## src/rtl/uart_rx.sv

```systemverilog
// 8-N-1 serial receiver (8-E-1 when UART_RX_PARITY_EN is defined); rx is synchronised, sampled mid-bit.
// Latency: rx_valid pulses at the stop-bit sample, ~9.5 bit times + SYNC_STAGES+1 clk after the start edge.
// Backpressure: none; host must take data within one frame time or it is overwritten by the next good frame.
module uart_rx #(
    parameter int CLKS_PER_BIT = 434,
    parameter int SYNC_STAGES  = 2
) (
    input  logic       clk,
    input  logic       s_reset,
    input  logic       rx,
    output logic [7:0] data,
    output logic       rx_valid,
    output logic       frame_err,
    output logic       parity_err,
    output logic       busy
);

    localparam int            CW       = $clog2(CLKS_PER_BIT);
    localparam logic [CW-1:0] HALF_END = CW'(CLKS_PER_BIT / 2 - 1);
    localparam logic [CW-1:0] BIT_END  = CW'(CLKS_PER_BIT - 1);

    typedef enum logic [2:0] {
        IDLE      = 3'd0,
        START     = 3'd1,
        DATA      = 3'd2,
        STOP      = 3'd3,
`ifdef UART_RX_PARITY_EN
        PARITY    = 3'd5,
`endif
        WAIT_IDLE = 3'd4
    } state_t;

    state_t                 state, state_nxt;
    logic [SYNC_STAGES-1:0] sync_q;
    logic                   rx_s;
    logic [CW-1:0]          cnt;
    logic [2:0]             bit_idx;
    logic [7:0]             shift;
    logic                   half_end, bit_end;
    logic                   shift_en, stop_en;
`ifdef UART_RX_PARITY_EN
    logic                   par_en;
    logic                   par_flag;
`endif

    // Flops preset to 1 so a reset line reads idle rather than a start bit.
    always_ff @(posedge clk) begin
        if (s_reset) sync_q <= '1;
        else         sync_q <= {sync_q[SYNC_STAGES-2:0], rx};
    end

    assign rx_s     = sync_q[SYNC_STAGES-1];
    assign half_end = (cnt == HALF_END);
    assign bit_end  = (cnt == BIT_END);

    always_ff @(posedge clk) begin
        if (s_reset) state <= IDLE;
        else         state <= state_nxt;
    end

    always_comb begin
        state_nxt = state;
        case (state)
            IDLE:      if (!rx_s) state_nxt = START;
            START:     if (half_end) state_nxt = rx_s ? IDLE : DATA;
            DATA: begin
                if (bit_end && bit_idx == 3'd7) begin
`ifdef UART_RX_PARITY_EN
                    state_nxt = PARITY;
`else
                    state_nxt = STOP;
`endif
                end
            end
`ifdef UART_RX_PARITY_EN
            PARITY:    if (bit_end) state_nxt = STOP;
`endif
            // Leaving STOP at mid-bit gives half a bit of margin to catch an immediate next start edge.
            STOP:      if (bit_end) state_nxt = rx_s ? IDLE : WAIT_IDLE;
            WAIT_IDLE: if (rx_s) state_nxt = IDLE;
            default:   state_nxt = IDLE;
        endcase
    end

    always_comb begin
        busy     = (state != IDLE);
        shift_en = 1'b0;
        stop_en  = 1'b0;
`ifdef UART_RX_PARITY_EN
        par_en   = 1'b0;
`endif
        case (state)
            DATA:    shift_en = bit_end;
            STOP:    stop_en  = bit_end;
`ifdef UART_RX_PARITY_EN
            PARITY:  par_en   = bit_end;
`endif
            default: ;
        endcase
    end

    // Counter restarts on every state change so each state measures time from its own entry.
    always_ff @(posedge clk) begin
        if (s_reset)                cnt <= '0;
        else if (state_nxt != state) cnt <= '0;
        else if (bit_end)            cnt <= '0;
        else                         cnt <= cnt + 1'b1;
    end

    always_ff @(posedge clk) begin
        if (s_reset) begin
            bit_idx   <= 3'd0;
            shift     <= 8'h00;
            data      <= 8'h00;
            rx_valid  <= 1'b0;
            frame_err <= 1'b0;
        end else begin
            rx_valid  <= 1'b0;
            frame_err <= 1'b0;
            if (state != DATA) bit_idx <= 3'd0;
            if (shift_en) begin
                shift   <= {rx_s, shift[7:1]};
                bit_idx <= bit_idx + 3'd1;
            end
            if (stop_en) begin
                if (rx_s) begin
                    data     <= shift;
                    rx_valid <= 1'b1;
                end else begin
                    frame_err <= 1'b1;
                end
            end
        end
    end

`ifdef UART_RX_PARITY_EN
    always_ff @(posedge clk) begin
        if (s_reset) begin
            par_flag   <= 1'b0;
            parity_err <= 1'b0;
        end else begin
            parity_err <= 1'b0;
            if (state == START)  par_flag   <= 1'b0;
            if (par_en)          par_flag   <= rx_s ^ (^shift);
            if (stop_en)         parity_err <= par_flag;
        end
    end
`else
    assign parity_err = 1'b0;
`endif

endmodule

```

## config.mk

```make
export PLATFORM = sky130hd
export DESIGN_NAME = uart_rx
export DESIGN_NICKNAME = d
export VERILOG_FILES = /design/src/rtl/uart_rx.sv
export SDC_FILE = /design/constraint.sdc
export NUM_CORES = 1
export LEC_CHECK = 0
export BUFFER_PORTS_ARGS = -buffer_cell sky130_fd_sc_hd__buf_2
export CAP_MARGIN = 15
export CORE_MARGIN = 2
export CORE_UTILIZATION = 50
export CTS_CLUSTER_SIZE = 20
export DETAILED_ROUTE_END_ITERATION = 7
export GPL_TIMING_DRIVEN = 0
export PLACE_DENSITY = 0.8
export SLEW_MARGIN = 10
export SYNTH_ARGS = -nofsm -noshare
export SYNTH_HDL_FRONTEND = slang
export SYNTH_SLANG_ARGS = --single-unit
```

## constraint.sdc

```tcl
create_clock -name clk -period 1.8 [get_ports clk]
set_input_delay 0.09 -clock clk [delete_from_list [all_inputs] [get_ports clk]]
set_output_delay 0.09 -clock clk [all_outputs]
set_load 0.02 [all_outputs]
```

== Word-level counts from Yosys, hierarchy flattened ==
Index checks and enable logic that the tools add are counted.

* Bitwise logic cells: 1
* Equal/unequal tests: 9
* Reductions and logical operators: 7
* Multiplexer cells: 14
* $add $sub $neg: 2

{| class="wikitable"
|+ Operators by type and width
! cell !! number
|-
| $mux W3 || 8
|-
| $pmux W3 S5 || 1
|-
| $add A9 B1 Y9 const B || 1
|-
| $eq A9 B8 Y1 const B || 1
|-
| $eq A9 B9 Y1 const B || 1
|-
| $eq A3 B2 Y1 const B || 2
|-
| $eq A3 B3 Y1 const B || 2
|-
| $mux W1 || 4
|-
| $add A3 B1 Y3 const B || 1
|-
| $eq A3 B1 Y1 const B || 1
|-
| $logic_not A3 Y1 || 1
|-
| $ne A3 B2 Y1 const B || 1
|-
| $ne A3 B3 Y1 || 1
|-
| $reduce_bool A3 Y1 || 1
|-
| $reduce_or A3 Y1 || 1
|-
| $mux W2 || 1
|-
| $reduce_and A2 Y1 || 1
|-
| $reduce_bool A2 Y1 || 1
|-
| $reduce_or A2 Y1 || 1
|-
| $logic_and A1 B1 Y1 || 1
|-
| $not A1 Y1 || 1
|}

* Bits in registers: 35
* Output and inout port bits: 12
* Input bits: 3

== Depth between registers and ports, before layout ==
Gate-level depths: netlist of run 1.

* Depth after elaboration: 6
* Depth in mapped cells: 8
* Gate-level depth less buffers: 7

== Least setup slack after synthesis of run 1 ==
No wires, ideal clock.

* Kind: reg-to-reg
* From: register cnt[0]
* To: register cnt[2]
* Path buffers: 0
* Setup slack: -0.030 ns
* Library setup time: 0.126 ns
* Cell stages (with the launch flop): 7
* Data arrival time: 1.704 ns
* Cell sequence: dfxtp_1 > ha_1 > nand2_2 > nor4_4 > a311oi_2 > o221ai_4 > nor2_1

* Word-level cells in the longest chain between the ends: 6

{| class="wikitable"
|+ Ends and longest elaborated chain
! element !! RTL line !! text
|-
| start, declared || 36 || <nowiki>logic [CW-1:0] cnt;</nowiki>
|-
| start signal, assigned || 107 || <nowiki>else cnt <= cnt + 1'b1;</nowiki>
|-
| $eq A9 B9 Y1 || 54 || <nowiki>assign bit_end = (cnt == BIT_END);</nowiki>
|-
| $logic_and A1 B1 Y1 || 67 || <nowiki>if (bit_end && bit_idx == 3'd7) begin</nowiki>
|-
| $mux W3 || 67 ||
|-
| $pmux W3 S5 || 63 || <nowiki>case (state)</nowiki>
|-
| $ne A3 B3 Y1 || 105 || <nowiki>else if (state_nxt != state) cnt <= '0;</nowiki>
|-
| $reduce_or A3 Y1 (no source line) || -- ||
|}

Several ways; a longest one is shown, not always the timed one.
A chain may end at the register's enable or synchronous reset.

== Worst setup path in the final report of run 1 ==
* From: register cnt[1]
* To: register cnt[1]

The elaborated chain is that of the path after synthesis.

==> results of run 1 <==
cell usage in the layout (no fill, tap or decap), types with 3 or more instances in the layout:
cell type  count
nor4_1         4
nand3_1        3
buf_2         12
mux2i_1       10
inv_1          4
nand2_1       20
xnor2_1        7
clkbuf_4       6
nor2_1        26
clkbuf_1       3
ha_1           4
dfxtp_1       32
a21oi_1        9
or3_1          3
final timing paths:
path	endpoint	slack, ps	cells past startpoint
setup reg to reg	cnt[1]$_SDFF_PP0_	50	7
hold reg to reg	sync_q[1]$_SDFF_PP1_	420	1
setup / recovery	cnt[1]$_SDFF_PP0_	50	7
hold / removal	frame_err$_SDFF_PP0_	160	2
power by group:
part / leakage (nW) / internal [mW] / switching (mW)
Clock: 0.0341 / 0.181 / 0.273
Combinational: 0.462 / 0.0392 / 0.0551
Sequential: 0.284 / 0.784 / 0.0105
cell type report:
class | instances | area [um2] | area share, %
buffer | 9 | 60.1 | 3.19
clock buffer | 6 | 51.3 | 2.72
clock inverter | 1 | 5.00 | 0.266
inverter | 5 | 18.8 | 0.997
multi-input combinational | 121 | 897 | 47.6
sequential | 35 | 707 | 37.5
tap | 44 | 55.1 | 2.92
timing repair buffer | 15 | 88.8 | 4.72
flip-flops by register name, summed over array words and instances, names as in the netlist:
| register | count |
|---|---|
| rx_valid | 1 |
| frame_err | 1 |
| bit_idx | 3 |
| state | 3 |
| cnt | 9 |
| sync_q | 2 |
| data | 8 |
| shift | 8 |
critical path, cell delays in order (launching register included):
cell	delay, ps
dfxtp_2	350
inv_2	80
ha_4	150
nand2_4	60
or4_4	490
o311a_4	170
o221ai_4	260
nor2_1	90
kinds of logic after synthesis:
logic type | count (synthesis) | synth area share (%)
AOI/OAI and AO/OA | 18 | 9.11
xor gates and xnor gates | 8 | 4.40
adders and majority gates | 5 | 3.93
buffers and inverters | 16 | 5.18
DFF | 35 | 44.0
muxes | 10 | 6.28
other | 1 | 0.235
and+or+nand+nor | 78 | 26.9
layer usage:
| metal | GRT usage, % | wire (um) |
|---|---|---|
| met2 | 33.9 | 1620 |
| met5 | 0 | 0 |
| met4 | 9.63 | 82 |
| met1 | 24.6 | 1320 |
| met3 | 6.82 | 205 |
through the flow:
stage | instance area [um2] | setup WS, ps | power (mW) | TNS, ps | utilization (%)
3_3_place_gp | 1710 | -162 | 0.877 | -2900 | 55.9
2_1_floorplan | 1590 | 43.7 | 0.865 | 0 | -
3_5_place_dp | 1710 | -226 | 0.883 | -4530 | 55.9
5_1_grt | 1880 | -19.2 | 1.40 | -19.2 | 61.7
4_1_cts | 1830 | 1.86 | 1.32 | 0 | 60.0
6_report | 1880 | 54.1 | 1.34 | 0 | 61.7
what timing repair did:
item	CTS	global route
hold endpoints to repair	1	0
setup buffers	2	0
pin swaps	3	5
cloned	1	0
hold buffers	1	0
setup endpoints to repair	25	27
gates resized for setup	6	15
==> results.md, run 1 <==
* IO Count at 15
* Synth top cells by count: 35 x dfxtp_1, 27 x nor2_1, 20 x nand2_1
* Top-area cell type share of the netlist area at 44.0%
* Rel. slew slack at 63.9%
* Final Instance Count excl. Fillers at 236
* Starting Density at 52.2%
* Final max-slew violation count at 0
* Pin count of the biggest net entering global routing at 11
* Diode count at 0
* Drt pass-1 iters at 4
* Placed cell count at 227
* Ys async rst share at 0%
* Yosys warnings at 0
* Clock Path Buffers at 2
* First-pass GRT wire length at 5.53 mm
* VDD IR-drop max at 0.464 mV
* Top-count cell post-synth: dfxtp_1
* Initial antenna violation count at 0
* Area of the core at 3050 um2
* Post-Synthesis Cells at 171
* Fraction of layout cells with a size suffix above 1 at 26.0%
* H-tree lvl count at 2
* Worst setup SP type: register
* Residual DRC at 0
* Die span in x at 60.4 um
* Crit end category: register
* Total Die Area at 3650 um2
* Achievable clock frequency at 0.573 GHz
* Post-DP HPWL at 2.06 mm
* Final #Nets at 200
* Final hold vios at 0
* Status: finished clean
* Critical Path RT at 2050 ps
* TritonCTS clock tree: done
* Vias in the first global route at 1200
* Worst Setup SP: cnt[1]$_SDFF_PP0_
* Global route overflow at 0
* Hold slack final at 158 ps
* P_leak at 0.780 nW
* Area grow syn2layout at 18.2%
* Seq/Total Area, Yosys at 44.0%
* GRT Overall Usage at 20.7%
* DRT Wirelength at 3.23 mm
* Tcrit/Tclk final at 97.0%
* Largest cells by area after synthesis: dfxtp_1 44%, nor2_1 6.4%, mux2i_1 6.3%, nand2_1 4.7%, ha_1 3.9%
* Max_cap viols at 0
* Crit Reg-Reg Startpoint: cnt[1]$_SDFF_PP0_
* Via density at 5.44
* Top_reg_cell synth: dfxtp_1
* Synth cell types at 42
* Clock sink count at 35
* Port Buf Inserts at 12
* Crit Path Max Fanout at 5
* Clk_lat worst skew at 360 ps
* Synthesized area per cell at 9.31 um2
* Num CTS Buffers at 5
* Post-Syn Area at 1590 um2
* Area leader, netlist: dfxtp_1
* Worst Hold Class: input port to register
* Fill cells at 274
* Die Span Y at 60.4 um
* Clk slew on worst S/H paths at 110 ps
* Crit Path Category: register to register
* Setup-failing EPs final at 0
* Flops & latches, synth at 35
* Cell Pwr Density at 713 nW/um2
* Site Rows at 20
* Routed Antenna Nets at 0
* HP Start: s_reset
* Iteration-0 DRC Markers at 67
* Post-synth EDFFs at 0
* Root Driver: clkbuf_4
* Wire per inst at 13.7 um
* Vias at 1283
* Period minus WS final at 1750 ps
* Clock skew after layout at 9.87 ps
* Routability cong. at 0.886
* Mapped Nets at 179
* Worst Max-Slew Pin Slew at 541 ps
* CP arrival at 1990 ps
(Power assumes the default switching activity.)
==> run 2: changes to the inputs <==
--- a/config.mk
+++ b/config.mk
@@ -5,14 +5,14 @@
 export SDC_FILE = /design/constraint.sdc
 export NUM_CORES = 1
 export LEC_CHECK = 0
-export BUFFER_PORTS_ARGS = -buffer_cell sky130_fd_sc_hd__buf_2
 export CAP_MARGIN = 15
 export CORE_MARGIN = 2
 export CORE_UTILIZATION = 50
 export CTS_CLUSTER_SIZE = 20
 export DETAILED_ROUTE_END_ITERATION = 7
+export DONT_BUFFER_PORTS = 1
 export GPL_TIMING_DRIVEN = 0
-export PLACE_DENSITY = 0.8
+export PLACE_DENSITY = 0.68
 export SLEW_MARGIN = 10
 export SYNTH_ARGS = -nofsm -noshare
 export SYNTH_HDL_FRONTEND = slang
==> constraint.sdc (replaced) <==
create_clock -name clk -period 1.6 [get_ports clk]
set_input_delay 0.08 -clock clk [delete_from_list [all_inputs] [get_ports clk]]
set_output_delay 0.08 -clock clk [all_outputs]
set_load 0.02 [all_outputs]
==> results.md, run 2 (synthesis results as in run 1) <==
* Total Die Area at 3650 um2 (unchanged)
* DRT Wirelength at 3.16 mm (was 3.23 mm)
* Vias at 1244 (was 1283)
* Clock skew after layout at 14.5 ps (was 9.87 ps)
* Crit Path Category: register to register (unchanged)
* Routed Antenna Nets at 0 (unchanged)
* Fraction of layout cells with a size suffix above 1 at 29.6% (was 26.0%)
* Most common cell after layout, fill and taps aside: nor2_1 (was dfxtp_1)
* Area grow syn2layout at 22.6% (was 18.2%)
* Clock Path Buffers at 2 (unchanged)
* Iteration-0 DRC Markers at 59 (was 67)
* Hold slack final at 170 ps (was 158 ps)
* Tot Pwr at 1.67 mW (was 1.34 mW)
* RSZ-0062 raised after global routing: true
* Tcrit/Tclk final at 104% (was 97.0%)
* Num CTS Buffers at 5 (unchanged)
* Max_cap viols at 0 (unchanged)
* Crit end category: register (unchanged)
* Diode count at 0 (unchanged)
* Largest register by flop count: cnt (unchanged)
* FF-to-FF path depth at 7 (unchanged)
* Clock sink count at 35 (unchanged)
* Die span in x at 60.4 um (unchanged)
* Hold depth at 2 (unchanged)
* Routability cong. at 0.796 (was 0.886)
* VDD IR-drop max at 0.492 mV (was 0.464 mV)
* GRT Overall Usage at 19.0% (was 20.7%)
* Worst Hold Class: input port to register (unchanged)
* Period minus WS final at 1660 ps (was 1750 ps)
* Die Span Y at 60.4 um (unchanged)
* Residual DRC at 0 (unchanged)
* Final hold vios at 0 (unchanged)
* Area of the core at 3050 um2 (unchanged)
* Clk slew on worst S/H paths at 120 ps (was 110 ps)
* Fill cells at 262 (was 274)
* H-tree lvl count at 2 (unchanged)
* Cell Pwr Density at 857 nW/um2 (was 713 nW/um2)
* Setup-failing EPs final at 9 (was 0)
* Post-DP HPWL at 2.02 mm (was 2.06 mm)
* CP arrival at 1890 ps (was 1990 ps)
* P_leak at 0.765 nW (was 0.780 nW)
* IO Count at 15 (unchanged)
* Starting Density at 52.2% (unchanged)
* TritonCTS clock tree: done (unchanged)
* Worst setup SP type: register (unchanged)
* Failing checks: setup timing
* Wire per inst at 13.5 um (was 13.7 um)
* Initial antenna violation count at 0 (unchanged)
* Biggest regs: cnt (9), data (8), shift (8) (unchanged)
* Commonest cells after routing, fill and taps aside: 27 x nor2_1, 25 x dfxtp_1, 20 x nand2_1 (was 32 x dfxtp_1, 26 x nor2_1, 20 x nand2_1)
* Root Driver: clkbuf_4 (unchanged)
* Final Worst Setup Slack at -56.9 ps (was 54.1 ps)
* Global route overflow at 0 (unchanged)
* Fin util at 64.0% (was 61.7%)
* Via density at 5.34 (was 5.44)
* Crit Path Max Fanout at 5 (unchanged)
* Port Buf Inserts at 0 (was 12)
* Max reg flops at 9 (unchanged)
* Critical Path RT at 1830 ps (was 2050 ps)
* Site Rows at 20 (unchanged)
* Final max-slew violation count at 0 (unchanged)
* Achievable clock frequency at 0.604 GHz (was 0.573 GHz)
* Clk_lat worst skew at 350 ps (was 360 ps)
* Drt pass-1 iters at 4 (unchanged)
* Vias in the first global route at 1107 (was 1200)
* Pin count of the biggest net entering global routing at 14 (was 11)
* Status: finished with violations (was finished clean)
* Final #Nets at 196 (was 200)
* First-pass GRT wire length at 5.10 mm (was 5.53 mm)
==> run 2: cell types whose count changed in the layout (fill, tap and decap cells not counted), sizes merged <==
cell	delta
buf	-4
clkbuf	-1
bufinv	+1
inv	+1
==> run 2: final cells by class <==
class	count	area [um2]	share of cell area (%)
multi-input combinational	121	930	47.6
sequential	35	718	36.8
timing repair buffer	12	96.3	4.93
tap	44	55.1	2.82
buffer	8	50.0	2.56
clock inverter	3	47.5	2.43
clock buffer	5	37.5	1.92
inverter	5	18.8	0.961
==> run 2: power breakdown <==
group	internal [mW]	switching [mW]
sequential	0.881	0.00970
clock	0.336	0.321
combinational	0.0568	0.0686
==> run 2: timing repair <==
item | 4_1_cts | 5_1_grt
resized for setup | 14 | 12
hold endpoints to repair | 1 | 0
hold buffers | 1 | 0
gates cloned | 1 | 0
buffers inserted | 6 | 5
endpoints found under the setup margin | 30 | 32
pin swaps | 15 | 4
==> run 2: path summary, 6_finish.rpt <==
kind | from | endpoint | slack [ps]
max | cnt[1]$_SDFF_PP0_ | cnt[4]$_SDFF_PP0_ | -60
min | s_reset | bit_idx[0]$_SDFFE_PP0P_ | 170
max reg2reg | cnt[1]$_SDFF_PP0_ | cnt[4]$_SDFF_PP0_ | -60
min reg2reg | shift[0]$_SDFFE_PP0P_ | shift[0]$_SDFFE_PP0P_ | 460
==> run 2: through the flow <==
stage	setup slack, ps	setup TNS, ps	std cells	area, um2
floorplan	-87.8	-1480	171	1610
global placement	-317	-7370	215	1670
detailed placement	-328	-7600	215	1670
CTS	-73.3	-848	228	1880
global route	-130	-1440	233	1950
finish	-56.9	-291	233	1950
==> run 2: metal layers <==
layer | GRT usage, % | vias up | part of all wire, %
met3 | 5.76 | 9 | 5.1
met4 | 6.52 | 0 | 2.9
met2 | 33.2 | 34 | 51
met5 | 0 | - | 0
li1 | - | 631 | -
met1 | 22.3 | 570 | 41
==> run 2: worst max-delay path, stage by stage, from the launching register on <==
cell and delay [ps]:
dfxtp_2 340, inv_2 70, ha_4 150, nand2_4 70, or4_4 430, o311a_4 170, o221ai_4 230, nor2_1 60
